<file path="src/rtl/fm0_tx_encoder.sv">
// Tag-side FM0 backscatter encoder: preamble, MSB-first data, dummy-1 terminator.
// Optional PILOT_TONE_EN adds 12 FM0 '0' pilot symbols ahead of the preamble.
module fm0_tx_encoder #(
  parameter int HALF_TARI = 16,
  parameter int MAX_BITS  = 256
) (
  input  logic                clk,
  input  logic                reset,
  input  logic                tx_start,
  input  logic [MAX_BITS-1:0] tx_data,
  input  logic [15:0]         tx_number,
  output logic                tx_out,
  output logic                tx_busy,
  output logic                tx_done
);

  localparam int IW = $clog2(MAX_BITS);
  localparam logic [11:0] H_LAST = 12'(HALF_TARI - 1);
  localparam logic [15:0] N_MAX = 16'(MAX_BITS);

  typedef enum logic [2:0] {
    IDLE,
`ifdef PILOT_TONE_EN
    PILOT,
`endif
    PREAMBLE,
    DATA,
    DUMMY,
    DONE
  } state_t;

  state_t              state;
  logic [11:0]         run_cnt;
  logic [1:0]          run_len;
  logic [2:0]          pre_idx;
  logic [15:0]         bit_cnt;
  logic                zero_half;
  logic [MAX_BITS-1:0] shreg;
`ifdef PILOT_TONE_EN
  logic [4:0]          pil_cnt;
`endif

  logic          h_end;
  logic          run_end;
  logic [IW-1:0] bit_idx;
  logic          next_bit;
  logic [15:0]   n_clamp;

  assign h_end    = (run_cnt == H_LAST);
  assign run_end  = h_end && (run_len == 2'd1);
  assign bit_idx  = IW'(bit_cnt - 16'd1);
  assign next_bit = shreg[bit_idx];
  assign n_clamp  = (tx_number > N_MAX) ? N_MAX : tx_number;

  function automatic logic [1:0] pre_len(input logic [2:0] i);
    unique case (i)
      3'd3:    pre_len = 2'd2;
      3'd5:    pre_len = 2'd3;
      3'd6:    pre_len = 2'd2;
      default: pre_len = 2'd1;
    endcase
  endfunction

  // Frame sequencer: run timing, level toggles and handshake outputs
  always_ff @(posedge clk or negedge reset) begin
    if (!reset) begin
      state     <= IDLE;
      tx_out    <= 1'b0;
      tx_busy   <= 1'b0;
      tx_done   <= 1'b0;
      run_cnt   <= '0;
      run_len   <= '0;
      pre_idx   <= '0;
      bit_cnt   <= '0;
      zero_half <= 1'b0;
      shreg     <= '0;
`ifdef PILOT_TONE_EN
      pil_cnt   <= '0;
`endif
    end else begin
      tx_done <= 1'b0;
      if (state != IDLE && state != DONE) begin
        run_cnt <= h_end ? 12'd0 : run_cnt + 12'd1;
        if (h_end && !run_end)
          run_len <= run_len - 2'd1;
      end
      unique case (state)
        IDLE: begin
          tx_out <= 1'b0;
          if (tx_start) begin
            shreg   <= tx_data;
            bit_cnt <= n_clamp;
            tx_out  <= 1'b1;
            tx_busy <= 1'b1;
            run_cnt <= '0;
            run_len <= 2'd1;
            pre_idx <= '0;
`ifdef PILOT_TONE_EN
            pil_cnt <= '0;
            state   <= PILOT;
`else
            state   <= PREAMBLE;
`endif
          end
        end
`ifdef PILOT_TONE_EN
        PILOT: begin
          if (run_end) begin
            run_len <= 2'd1;
            if (pil_cnt == 5'd23) begin
              tx_out <= 1'b1;
              state  <= PREAMBLE;
            end else begin
              pil_cnt <= pil_cnt + 5'd1;
              tx_out  <= ~tx_out;
            end
          end
        end
`endif
        PREAMBLE: begin
          if (run_end) begin
            tx_out <= ~tx_out;
            if (pre_idx != 3'd6) begin
              pre_idx <= pre_idx + 3'd1;
              run_len <= pre_len(pre_idx + 3'd1);
            end else if (bit_cnt != 16'd0) begin
              run_len   <= next_bit ? 2'd2 : 2'd1;
              zero_half <= ~next_bit;
              bit_cnt   <= bit_cnt - 16'd1;
              state     <= DATA;
            end else begin
              run_len <= 2'd2;
              state   <= DUMMY;
            end
          end
        end
        DATA: begin
          if (run_end) begin
            tx_out <= ~tx_out;
            if (zero_half) begin
              run_len   <= 2'd1;
              zero_half <= 1'b0;
            end else if (bit_cnt != 16'd0) begin
              run_len   <= next_bit ? 2'd2 : 2'd1;
              zero_half <= ~next_bit;
              bit_cnt   <= bit_cnt - 16'd1;
            end else begin
              run_len <= 2'd2;
              state   <= DUMMY;
            end
          end
        end
        DUMMY: begin
          if (run_end) begin
            tx_out  <= 1'b0;
            tx_busy <= 1'b0;
            tx_done <= 1'b1;
            state   <= DONE;
          end
        end
        DONE: begin
          tx_out <= 1'b0;
          state  <= IDLE;
        end
        default: begin
          tx_out  <= 1'b0;
          tx_busy <= 1'b0;
          state   <= IDLE;
        end
      endcase
    end
  end

endmodule
</file>
<file path="config.mk">
export PLATFORM = sky130hd
export DESIGN_NAME = fm0_tx_encoder
export DESIGN_NICKNAME = d
export VERILOG_FILES = /design/src/rtl/fm0_tx_encoder.sv
export SDC_FILE = /design/constraint.sdc
export NUM_CORES = 1
export LEC_CHECK = 0
export CORE_UTILIZATION = 45
export DETAILED_ROUTE_END_ITERATION = 8
export PLACE_DENSITY_LB_ADDON = 0.1
export SYNTH_ARGS = -nofsm -noshare
export SYNTH_HDL_FRONTEND = slang
export SYNTH_SLANG_ARGS = --single-unit
</file>
<file path="constraint.sdc">
create_clock -name clk -period 3.5 [get_ports clk]
set_input_delay 0.7 -clock clk [delete_from_list [all_inputs] [get_ports clk]]
set_output_delay 0.7 -clock clk [all_outputs]
set_load 0.005 [all_outputs]
</file>
---- After elaboration in Yosys (flattened, before gate mapping) ----
Cells that the tools add are included.
word-level totals
  flip-flop bits (word level) ............. 296
  input bits .............................. 275
  output and inout bits ................... 3
  logic and storage cells ................. 113
operators by class
  add/sub/neg operators ................... 4
  $lt $le $gt $ge ......................... 2
  equality and inequality tests ........... 21
  mux-type cells .......................... 53
  bitwise gates (word level) .............. 3
  reduce and logical (&&, ||, !) cells .... 20
operators with widths
  cell                                                             count
  two-way mux 16 bit                                               7
  two-way mux 12 bit                                               4
  case mux 16 bit (3 select lines)                                 1
  two-way mux 3 bit                                                10
  two-way mux 2 bit                                                9
  inequality test 2 bit (second input constant)                    9
  greater-than comparator 16 x 9 -> 1 bit (second input constant)  1
  nonzero test 16 bit                                              1
  subtractor 16 x 1 -> 16 bit (second input constant)              1
  two-way mux 1 bit                                                14
  adder 12 x 1 -> 12 bit (second input constant)                   1
  == test 12 x 4 -> 1 bit (second input constant)                  1
  case mux 3 bit (4 select lines)                                  1
  == test 3 x 2 -> 1 bit (second input constant)                   3
  == test 3 bit (second input constant)                            3
  less-than comparator 8 x 9 -> 1 bit (second input constant)      1
  binary-select mux 1 bit (select 8 bit)                           1
  AND reduction 7 bit                                              1
  inequality test 3 bit (second input constant)                    2
  case mux 1 bit (3 select lines)                                  2
  case mux 2 bit (3 select lines)                                  1
  case mux 3 bit (2 select lines)                                  1
  AND reduction 6 bit                                              1
  nonzero test 3 bit                                               2
  other kinds (18)                                                 25

---- Depth between registers and ports, before layout ----
Gate-level depths: netlist of the first run.
  depth in word-level cells ............... 8
  depth in mapped cells ................... 17
  mapped depth without buffers ............ 11

---- Least setup slack after synthesis of the first run ----
Ideal clock, no wire load.
  path type ............................... register to register
  start ................................... register bit_cnt[0]
  end ..................................... register run_len[1]
  arrival ................................. 3.004 ns
  required time ........................... 3.368 ns
  setup slack ............................. 0.363 ns
  stages on the path, launching flop included .. 16
  path buffers ............................ 4
  clock period less this slack ............ 3.137 ns
  cells stage by stage .................... dfrtp_1 > buf_6 > buf_4 > inv_2 > ha_1 > buf_6 > xor2_4 > buf_8 > mux4_1 > nand2_1 > nand3_1 > a41oi_1 > nand4_1 > nand2b_4 > a211oi_1 > o32ai_1
between the ends
  cells in the longest elaborated chain, start to end .. 8
ends and longest elaborated chain
  what                                     RTL line  RTL
  from (decl)                              36        logic [15:0] bit_cnt;
  from (signal assigned)                   92        bit_cnt <= n_clamp;
  from (signal assigned)                   129       bit_cnt <= bit_cnt - 16'd1;
  from (signal assigned)                   146       bit_cnt <= bit_cnt - 16'd1;
  subtractor 16 x 1 -> 16 bit              --
  binary-select mux 1 bit (select 8 bit)   52        assign next_bit = shreg[bit_idx];
  two-way mux 1 bit (not written as such)  52
  two-way mux 2 bit                        127, 144
  two-way mux 2 bit *                      126, 143
  two-way mux 2 bit (on tied branches)     140, 123
  two-way mux 2 bit (on tied branches)     138, 121
  case mux 2 bit (3 select lines) *        87        unique case (state)
  to (signal assigned)                     125       run_len <= pre_len(pre_idx + 3'd1);
  to (signal assigned)                     127       run_len <= next_bit ? 2'd2 : 2'd1;
  to (signal assigned)                     144       run_len <= next_bit ? 2'd2 : 2'd1;
  to (decl)                                34        logic [1:0] run_len;
Mark *: on every way between the ends. The rest lies on a longest branch, timed or not. The select of a mux whose other input is x is not followed.
A chain may end at the register's enable or synchronous reset.

---- Worst setup path in the final report of the first run ----
  start ................................... register bit_cnt[1]
  end ..................................... register run_len[1]
Same word-level chain as after synthesis.

==> results of run 1 <==
-- sequential cells by signal, indices dropped and copies added (netlist names) --
name and count:
tx_out 1, run_len 2, tx_busy 1, zero_half 1, bit_cnt 16, tx_done 1, run_cnt 12, shreg 256
state 3, pre_idx 3
-- power by group --
group,internal (mW),total (mW),leakage [nW],switching (mW)
registers,3.86,4.18,3.68,0.326
clock network,2.26,3.72,0.586,1.46
logic,1.46,2.80,3.65,1.34
total,7.58,10.7,7.92,3.12
-- layer usage --
layer | part of all wire (%) | GRT usage (%) | vias up
li1 | - | - | 4671
met1 | 43 | 31.3 | 5094
met2 | 48 | 38.4 | 263
met3 | 6.7 | 6.37 | 47
met4 | 1.7 | 5.36 | 4
met5 | 0.066 | 0 | -
-- what timing repair did --
item                       in CTS  in global routing
gates resized for setup         0                  2
setup endpoints to repair       0                  3
hold buffers                    0                  0
-- critical path: cells and delay by family, from the launching register on --
| family | cells | cell delay, ns |
|---|---|---|
| simple gates | 4 | 0.68 |
| compound gates | 3 | 0.67 |
| mux | 1 | 0.58 |
| flops | 1 | 0.43 |
| buf+inv | 2 | 0.40 |
| fa+ha+maj | 1 | 0.25 |
| xor+xnor | 1 | 0.18 |
-- worst paths after layout --
| kind | slack [ns] | depth (start not counted) | end | startpoint |
|---|---|---|---|---|
| max | 0.17 | 12 | run_len[1] | bit_cnt[1] |
| min | 0.16 | 1 | shreg[206] | reset |
| max reg2reg | 0.17 | 12 | run_len[1] | bit_cnt[1] |
| min reg2reg | 0.50 | 1 | shreg[101] | shreg[101] |
| max in group asynchronous | 2.44 | 2 | shreg[149] | reset |
| min in group clk | 0.50 | 1 | shreg[101] | shreg[101] |
-- stage by stage --
step                instance area, um2  hold WS (ns)  cells  setup slack (ns)
floorplan                        14500         0.404   1122             0.363
finish                           18900         0.162   1828             0.172
CTS                              18900         0.183   1826             0.102
global route                     18900         0.195   1826            0.0434
detailed placement               17700         0.491   1763             0.121
global placement                 17700         0.483   1763             0.227
-- area by class of cell --
cell class | instances | area, um2 | area share [%]
clock buffer | 49 | 1020 | 5.39
sequential | 296 | 7410 | 39.2
clock inverter | 14 | 163 | 0.860
inverter | 11 | 41.3 | 0.218
timing repair buffer | 308 | 3130 | 16.5
tap | 402 | 503 | 2.66
multi-input combinational | 746 | 6640 | 35.1
antenna | 2 | 5.00 | 0.0265
-- cells in the final DEF, fill, tap and decap left out, types with 4 or more instances in the layout --
cell	synthesis	routed
dfrtp_1	296	295
clkdlybuf4s50_1	0	276
mux2_2	258	258
nand2_1	111	111
nor2_1	61	61
nand3_1	37	37
mux4_2	36	36
clkbuf_16	0	35
a21oi_1	25	25
o21ai_0	24	24
buf_4	6	21
mux2i_1	20	20
nor3_1	12	12
xnor2_1	12	11
inv_1	10	10
xor2_1	10	10
mux4_1	9	9
nand4_1	9	9
nor4_1	9	9
clkbuf_8	0	9
buf_12	2	9
ha_1	9	8
a31oi_1	6	6
clkinv_2	0	6
nor2b_1	5	5
a32oi_1	5	5
a22oi_1	5	5
nand2b_1	5	5
and3_1	5	5
clkbuf_1	43	5
o31ai_1	4	4
a211oi_1	4	4
-- logic make-up after synthesis --
| group | share of synthesized area, % |
|---|---|
| and+or+nand+nor | 9.33 |
| xor gates and xnor gates | 1.52 |
| DFF | 51.3 |
| muxes | 28.7 |
| buffers and inverters | 2.95 |
| AOI/OAI and AO/OA | 5.33 |
| adders and majority gates | 0.857 |
==> run_results.csv, run 1 <==
group,metric,value,unit
critical_path,path_max_fanout,35,
sta,setup-tns-final,0,ns
status,outcome,"complete, no violations",
clock_network,cts_root_buffer,"clkbuf_16",
logic_synthesis,synthTopCellsByArea,"dfrtp_1 51%, mux2_2 20%, mux4_2 5.6%",
logic_synthesis,synth_area_leader_cell,"dfrtp_1",
critical_path,cpPeakStageDelay,0.58,ns
sta,relSlewSlack,43.2,%
power,vdd_drop_max,0.000490,V
sta,report.final.slew_viol_count,0,
die,coreArea,0.0316,mm2
detailed_routing,dr.pass1.iters,7,
detailed_routing,wl,37800,um
sta,fmax,300,MHz
clock_network,post_cts_buffers,0,
logic_synthesis,ys_seq_elements,296,
final_layout,drive_gt1_share,28.7,%
logic_synthesis,synthCells,1122,
clock_network,worstSkewPairLatency,0.52,ns
detailed_routing,post_drt_wl_per_cell,20.7,um
logic_synthesis,post_synth.cell_area_avg,12.9,um2
sta,timing.final.crit_share,95.1,%
critical_path,path_class,"reg -> reg",
sta,min_period,3.33,ns
final_layout,fillCellCount,2593,
power,p_leak,7.92,nW
clock_network,htree_levels,2,
global_route,grt_max_degree,89,
detailed_routing,drc,0,
sta,worst_pin_slew,0.851,ns
logic_synthesis,syn-num-nets,1406,
critical_path,arrival,3.71,ns
power,p_per_area,566,mW/mm2
critical_path,worstPathRequired,3.89,ns
power,power.total,10.7,mW
clock_network,cts_max_path_buffers,3,
critical_path,crit_path_end_kind,"flop",
global_route,grt_usage,23.5,%
global_route,grt_pass1_vias,10600,
clock_network,cts_tree,"built",
detailed_routing,routed-via-count,10100,
logic_synthesis,async_reset_ff_share,100,%
sta,rsz0062_at_grt,"false",
logic_synthesis,synthFlopType,"dfrtp_1",
detailed_routing,ant_nets,0,
detailed_routing,drtIter0Drc,634,
die,die_y,181,um
die,rows,65,
logic_synthesis,netlist.area_leader.share,51.3,%
logic_synthesis,synth_edf_count,0,
detailed_routing,via_per_inst,5.51,
run,drv_cap,0,
final_layout,final_util,59.9,%
die,die_area,0.0328,mm2
placed_design,dp_hpwl,27400,um
sta,hold_viol,0,
logic_synthesis,syn_area,0.0145,mm2
clock_network,clock_sinks,296,
global_route,antenna_found_initial,4,
clock_network,cts_buffers,35,
die,dieWidth,181,um
critical_path,worst_setup_path_start_kind,"flop",
hold_path,hold_path.class,"in -> async",
global_route,grt_pass1_wl,59800,um
logic_synthesis,yosys_warnings,0,
placed_design,io_buffers,277,
critical_path,slowest_stage,"mux4_1",
sta,setup_viol,0,
die,initial_core_util,45.8,%
critical_path,path_cells,"inv_1 -> ha_4 -> xor2_4 -> buf_12 -> mux4_1 -> nand2_1 -> nand3_1 -> a41oi_1 -> nand4_1 -> nand2b_4 -> a211oi_1 -> o32ai_1",
global_route,overflow,0,
logic_synthesis,yosysMostFrequentCell,"dfrtp_1",
sta,fin_skew,0.0187,ns
final_layout,nNetsFinal,1682,
placed_design,gp_congestion,0.886,
logic_synthesis,synth_common_cells,"296 x dfrtp_1, 258 x mux2_2, 111 x nand2_1, 61 x nor2_1, 43 x clkbuf_1",
logic_synthesis,synth_cell_type_count,71,
final_layout,area_growth,30.8,%
die,io_pins,278,
logic_synthesis,yosysSeqAreaShare,51.3,%
clock_network,cts.clk_slew.worst_paths,0.06,ns
No activity file was read; power rests on OpenSTA's default activity.
==> run 2, diff against run 1 <==
--- a/config.mk
+++ b/config.mk
@@ -7,7 +7,9 @@
 export LEC_CHECK = 0
 export CORE_UTILIZATION = 45
 export DETAILED_ROUTE_END_ITERATION = 8
+export MAX_ROUTING_LAYER = met4
 export PLACE_DENSITY_LB_ADDON = 0.1
+export SETUP_SLACK_MARGIN = 0.05
 export SYNTH_ARGS = -nofsm -noshare
 export SYNTH_HDL_FRONTEND = slang
 export SYNTH_SLANG_ARGS = --single-unit
==> run 2 against run 1 <==
Against the previous run: final cell count hardly changed; global-route usage is 0.45 points higher; utilization is 0.063 points lower; sequential power hardly changed; clock-buffer cell count is 4 lower; worst setup slack better by 0.043 ns; maximum frequency is 1.3% higher; critical path type unchanged; largest power group unchanged.
==> run_results.csv, run 2 (synthesized netlist as in run 1, its figures left out) <==
group,metric,value,unit
placed_design,io_buffers,277,
sta,report.final.slew_viol_count,0,
sta,setup-tns-final,0,ns
detailed_routing,dr.pass1.iters,5,
placed_design,gp_congestion,0.928,
sta,min_period,3.28,ns
detailed_routing,drc,0,
sta,relSlewSlack,44.5,%
run,drv_cap,0,
global_route,grt_pass1_wl,59000,um
clock_network,cts_max_path_buffers,3,
detailed_routing,wl,37600,um
clock_network,worstSkewPairLatency,0.52,ns
final_layout,drive_gt1_share,28.7,%
sta,setup_viol,0,
die,die_y,181,um
power,vdd_drop_max,0.000309,V
detailed_routing,ant_nets,0,
critical_path,worst_setup_path_start_kind,"flop",
global_route,grt_usage,24.0,%
critical_path,worstPathRequired,3.87,ns
detailed_routing,via_per_inst,5.51,
sta,timing.final.crit_share,93.9,%
sta,fin_skew,0.0281,ns
critical_path,ff2ff_path_depth,12,
clock_network,cts_root_buffer,"clkbuf_16",
clock_network,hold_buffers,0,
detailed_routing,wl_met2,18200,um
critical_path,arrival,3.65,ns
status,outcome,"complete, no violations",
detailed_routing,routed-via-count,10100,
critical_path,slowest_stage,"mux4_1",
sta,rsz0062_at_grt,"false",
critical_path,path_cells,"inv_1 -> ha_2 -> xor2_4 -> buf_12 -> mux4_1 -> nand2_1 -> nand3_1 -> a41oi_2 -> nand4_1 -> nand2b_4 -> a211oi_1 -> o32ai_1",
final_layout,final_common_cell,"dfrtp_1",
die,rows,65,
final_layout,regMostFlops,"shreg",
detailed_routing,post_drt_wl_per_cell,20.6,um
critical_path,crit_path_end_kind,"flop",
sta,fmax,304,MHz
clock_network,cts_buffers,34,
global_route,grt_max_degree,99,
detailed_routing,m1WireLength,16000,um
die,initial_core_util,45.8,%
detailed_routing,drtIter0Drc,547,
die,io_pins,278,
clock_network,clock_sinks,296,
power,p_per_area,557,mW/mm2
die,dieWidth,181,um
die,coreArea,0.0316,mm2
critical_path,cpPeakStageDelay,0.57,ns
placed_design,dp_hpwl,27300,um
clock_network,cts.clk_slew.worst_paths,0.06,ns
power,p_leak,7.90,nW
hold_path,hold_path.class,"in -> async",
global_route,overflow,0,
final_layout,final_cell_mix,"295 x dfrtp_1, 276 x clkdlybuf4s50_1, 258 x mux2_2",
critical_path,path_max_fanout,18,
critical_path,path_class,"reg -> reg",
detailed_routing,wl_met3,2670,um
sta,worst_pin_slew,0.831,ns
clock_network,cts_tree,"built",
final_layout,fillCellCount,2584,
detailed_routing,dr.max_layer_used,"met4",
die,die_area,0.0328,mm2
sta,hold_viol,0,
final_layout,nNetsFinal,1685,
placed_design,placedCellCount,1765,
sta,hold_ws,0.214,ns
global_route,grt_pass1_vias,10400,
final_layout,reg.largest.list,"shreg: 256 flops, bit_cnt: 16 flops, run_cnt: 12 flops",
clock_network,htree_levels,2,
final_layout,fin_cells,1827,
final_layout,area_growth,30.7,%
final_layout,largest_reg_flops,256,
global_route,antenna_found_initial,5,
[run 2: cell count changes in the layout (fill, tap and decap cells not counted), moves of 2 or more]
cell      change
clkinv_2      -3
clkbuf_8      -2
inv_6         -3
diode_2       +4
clkinv_8      +2
clkbuf_1      -2
buf_4         +3
[run 2: report_power, final]
| part | total [mW] | switching (mW) | leakage [nW] | internal, mW |
|---|---|---|---|---|
| Sequential | 4.18 | 0.320 | 3.68 | 3.86 |
| Clock | 3.51 | 1.40 | 0.539 | 2.12 |
| Combinational | 2.83 | 1.34 | 3.68 | 1.50 |
| Total | 10.5 | 3.05 | 7.90 | 7.47 |
[run 2: area by class of cell]
class                      count  area [um2]  share of cell area (%)
timing repair buffer         312        3170                    16.8
multi-input combinational    746        6640                    35.1
sequential                   296        7410                    39.2
tap                          402         503                    2.66
clock inverter                 9         123                   0.649
clock buffer                  45         983                    5.21
antenna                        6        15.0                  0.0795
inverter                      11        41.3                   0.219
[run 2: layer usage]
layer	track usage [%]	up-vias
met5	-	-
met4	6.47	0
met3	6.11	42
met2	37.6	281
met1	30.9	5059
li1	-	4680
[run 2: final timing paths]
kind | start | slack, ns | to
max | bit_cnt[1] | 0.22 | run_len[1]
min | reset | 0.21 | shreg[207]
max reg2reg | bit_cnt[1] | 0.22 | run_len[1]
min reg2reg | shreg[27] | 0.50 | shreg[27]
max in group asynchronous | reset | 2.38 | shreg[54]
min in group clk | shreg[27] | 0.50 | shreg[27]
[run 2: stage by stage]
stage	utilization [%]	instance area (um2)	setup WS [ns]	total power, mW
floorplan	-	14500	0.363	5.99
global placement	56.2	17700	0.327	7.01
detailed placement	56.2	17700	0.187	7.05
CTS	59.7	18800	0.144	10.6
global route	59.8	18900	0.0648	11.1
finish	59.9	18900	0.215	10.5
[run 2: worst max-delay path: cells and delay by family (launching register included)]
family / cells / cell delay, ns
AOI/OAI and AO/OA: 3 / 0.67
and+or+nand+nor: 4 / 0.65
buffers and inverters: 2 / 0.34
muxes: 1 / 0.57
adders and majority gates: 1 / 0.25
xor gates and xnor gates: 1 / 0.23
DFF: 1 / 0.42
[run 2: what timing repair did]
action                                  4_1_cts  5_1_grt
endpoints found under the hold margin         0        0
endpoints found under the setup margin        0        2
buffers inserted                              0        1
gates resized for setup                       0        2
